<file path="src/rtl/lc3_sign_extender.sv">
// lc3_sign_extender: widens an LC-3 immediate/offset field to the data word,
// with a combinational result and a load-captured registered copy.
module lc3_sign_extender #(
   parameter int unsigned IN_WIDTH  = 5,
   parameter int unsigned OUT_WIDTH = 16
) (
   input  logic                 clk,
   input  logic                 rst_n,
   input  logic [IN_WIDTH-1:0]  in,
   input  logic                 zext,
   output logic [OUT_WIDTH-1:0] out,
   input  logic                 load,
   output logic [OUT_WIDTH-1:0] out_q,
   output logic                 out_q_valid
);

   // Reject field widths that cannot be extended into the output word.
   generate
      if (IN_WIDTH < 1 || IN_WIDTH > OUT_WIDTH) begin : g_bad_width
         $error("lc3_sign_extender: IN_WIDTH must be in 1..OUT_WIDTH");
      end
   endgenerate

   // Full-width field needs no padding; otherwise replicate the fill bit.
   generate
      if (IN_WIDTH == OUT_WIDTH) begin : g_no_pad
         logic unused_zext;
         assign unused_zext = zext;
         assign out = in;
      end else begin : g_pad
         localparam int unsigned PAD_WIDTH = OUT_WIDTH - IN_WIDTH;
         logic fill;
         // Fill bit is the field's MSB in sign mode, zero in zero mode.
         always_comb begin
            fill = ~zext & in[IN_WIDTH-1];
            out  = {{PAD_WIDTH{fill}}, in};
         end
      end
   endgenerate

   // Capture the extended value on load; valid is sticky until reset.
   always_ff @(posedge clk or negedge rst_n) begin
      if (!rst_n) begin
         out_q       <= '0;
         out_q_valid <= 1'b0;
      end else if (load) begin
         out_q       <= out;
         out_q_valid <= 1'b1;
      end
   end

endmodule

</file>
<file path="config.mk">
export PLATFORM = sky130hd
export DESIGN_NAME = lc3_sign_extender
export DESIGN_NICKNAME = d
export VERILOG_FILES = /design/src/rtl/lc3_sign_extender.sv
export SDC_FILE = /design/constraint.sdc
export NUM_CORES = 1
export LEC_CHECK = 0
export CORE_MARGIN = 10
export CORE_UTILIZATION = 30
export DETAILED_ROUTE_END_ITERATION = 10
export PLACE_DENSITY_LB_ADDON = 0.3
export REMOVE_ABC_BUFFERS = 1
export SLEW_MARGIN = 20
export SYNTH_ARGS = -nofsm -noshare
export SYNTH_HDL_FRONTEND = slang
export SYNTH_SLANG_ARGS = --single-unit
</file>
<file path="constraint.sdc">
create_clock -name clk -period 2.2 [get_ports clk]
set_input_delay 0.66 -clock clk [delete_from_list [all_inputs] [get_ports clk]]
set_output_delay 0.66 -clock clk [all_outputs]
set_load 0.03 [all_outputs]
</file>
==> results.yml <==
critical_path:
  criticalPathCategory: "input pin to output port"
  required_ps: 1540
  reg2reg_slack_ps: 1320
  crit_chain: "dlygate4sd2_1 > nor2b_4 > buf_6 > buf_6"
  path_common_cell: "buf_6"
  cp_slowest_cell: "dlygate4sd2_1"
  critPathMaxStageDelay_ps: 250
  crit_buf_inv: 3
  worst_setup_path_start_kind: "input pin"
  cp-end-kind: "output port"
  worstPathMaxFanout: 6
  crit_family: "buffers and inverters"
  worstPathArrival_ps: 1350
route:
  vias_per_cell: 4.138
  postRouteAntennaNets: 0
  wire_per_inst_microns: 17.13
  via_count: 331
  post-route-drc-count: 0
  first_pass_iters: 1
  routed_wl_microns: 1370
  first_iter_violations: 0
timing:
  setup_viol_count_final: 0
  finalCritPeriodShare_pct: 91.45
  finalMaxSlewViolations: 0
  relSlewSlack_pct: 71.39
  hold_viol_final: 0
  setup_ws_ps: 188.1
  worst_pin_slew_ps: 427.8
  tns_ps: 0
  fmax_ghz: 0.4970
  finClkSkew_ps: 0
  period_needed_ps: 2012
  rsz0062_at_grt: "no"
layout:
  layout_common_cells: "clkdlybuf4s50_1, buf_4, buf_6, dlymetal6s2s_1, dfrtp_1"
  final_common_cell: "clkdlybuf4s50_1"
  antenna_cells: 0
  final_nets: 74
  drive_above_1_share_pct: 46.88
  syn_to_final_growth_pct: 61.76
floorplanning:
  die-area_sq_um: 3621
  dieWidth_microns: 60.18
  start_util_pct: 31.77
  core-area_sq_um: 1524
  ios: 42
  die_y_microns: 60.18
  fp-row-count: 14
power_and_ir_drop:
  powerDensity_nw_per_um2: 617.6
  irDropWorstVdd_mv: 0.2392
  leakage_uw: 0.0004919
  swShare_pct: 36.80
  p_seq_share_pct: 30.7
  combPwrFrac_pct: 45.6
  power.internal_uw: 305.7
  p_switching_uw: 178.0
  p_clk_share_pct: 23.7
global_routing:
  grt_pass1_vias: 429
  grt_pass1_wl_microns: 2070
  grt.total_usage_pct: 7.992
  antenna_found_initial: 0
  grt.overflow.total: 0
  grt_max_degree: 13
yosys:
  yosys_warnings: 0
  synth_top_area_share_pct: 40.31
  synth_cell_types: 6
  synth_mux_area_share_pct: 18.60
  syn_area_sq_um: 484.2
  synth_area_leaders: "buf_4, dfrtp_1, mux2_4"
  seq_area_frac_synth_pct: 36.18
  synth-xor-area-share_pct: 0
  post_synth.cell_area_avg_sq_um: 11.53
  syn_inst: 42
  synth_compound_area_share_pct: 0
  synth_seq_cells: 7
  synth_fa_ha_area_share_pct: 0
  synth_top_area_cell: "buf_4"
  synthSimpleGateAreaFrac_pct: 2.584
  synth_top_family_by_area: "buffers and inverters"
clock_tree:
  clkSinkCount: 7
  htree_levels: 1
  clk_pin_slew_worst_paths_ps: 50
  cts_max_path_buffers: 2
  clk_latency_ps: 250
  cts_tree: "built"
  numCtsBuffers: 3
  clock-root-buffer: "clkbuf_4"
  postCtsSetupBuffers: 0
  postCtsHoldBufs: 0
status:
  status: "complete, no violations"
place:
  gp_congestion: 0.6654
  post-dp-hpwl_microns: 1042
  post-place-ws_ps: -120.3
  numPortBuffers: 41
flow_run:
  maxCapViolCount: 0
worst_hold_path:
  min_path_type: "flip-flop to flip-flop"
-- repair_timing --
item                       4_1_cts  5_1_grt
setup endpoints to repair       20        9
resized for setup               16        9
cloned                           1        0
-- path summary, 6_finish.rpt --
check / startpoint / to / cells past startpoint
min in group asynchronous: rst_n / out_q[3] / 1
max: zext / out[11] / 4
min: out_q_valid / out_q_valid / 1
max in group asynchronous: rst_n / out_q[2] / 1
max reg2reg: out_q[5] / out_q[5] / 1
min reg2reg: out_q_valid / out_q_valid / 1
-- area by class of cell --
class / count / area (sq um)
fillers: 140 / 740.7
repair buffers: 45 / 451.7
flip-flops and latches: 7 / 175.2
multi-input cells: 8 / 110.1
clock buffers: 4 / 26.28
well taps: 16 / 20.02
-- cell usage after synthesis --
cell type / number
buf_4: 26
buf_6: 1
dfrtp_1: 7
mux2_4: 6
nor2b_1: 1
or2_1: 1
-- metal layers --
| layer | global-route usage (%) | share of wire [%] | vias to the layer above | routed length, microns |
|---|---|---|---|---|
| met5 | 0 | 0 | - | 0 |
| met4 | 5.769 | 0.58 | 0 | 8 |
| li1 | - | - | 149 | - |
| met3 | 11.86 | 35 | 2 | 486 |
| met2 | 7.794 | 31 | 39 | 424 |
| met1 | 7.399 | 33 | 141 | 450 |
-- power by group through the flow --
| stage | sequential (uW) | combinational (uW) | clock [uW] |
|---|---|---|---|
| floorplan | 206 | 43.4 | 0 |
| global placement | 151 | 218 | 0 |
| detailed placement | 151 | 218 | 0 |
| CTS | 149 | 226 | 124 |
| global route | 151 | 231 | 130 |
| finish | 149 | 221 | 114 |
-- flip-flops by register name (all words and copies together) (netlist names) --
register / count
out_q_valid: 1
out_q: 6
-- cell families after synthesis --
kind of cell | count (synthesis)
buffers and inverters | 27
DFF | 7
muxes | 6
and+or+nand+nor | 2
-- through the flow --
step	hold slack, ps	utilization [%]	cell area, sq um	total power, uW	std cells
2_1_floorplan	364.4	-	277.8	249.8	15
3_5_place_dp	449.6	45.32	690.7	368.9	75
3_3_place_gp	450.8	45.32	690.7	368.7	75
4_1_cts	471.4	49.92	760.7	499.0	80
5_1_grt	488.3	51.40	783.3	512.0	80
6_report	469.7	51.40	783.3	483.7	80
No activity file was read; power rests on OpenSTA's default activity.
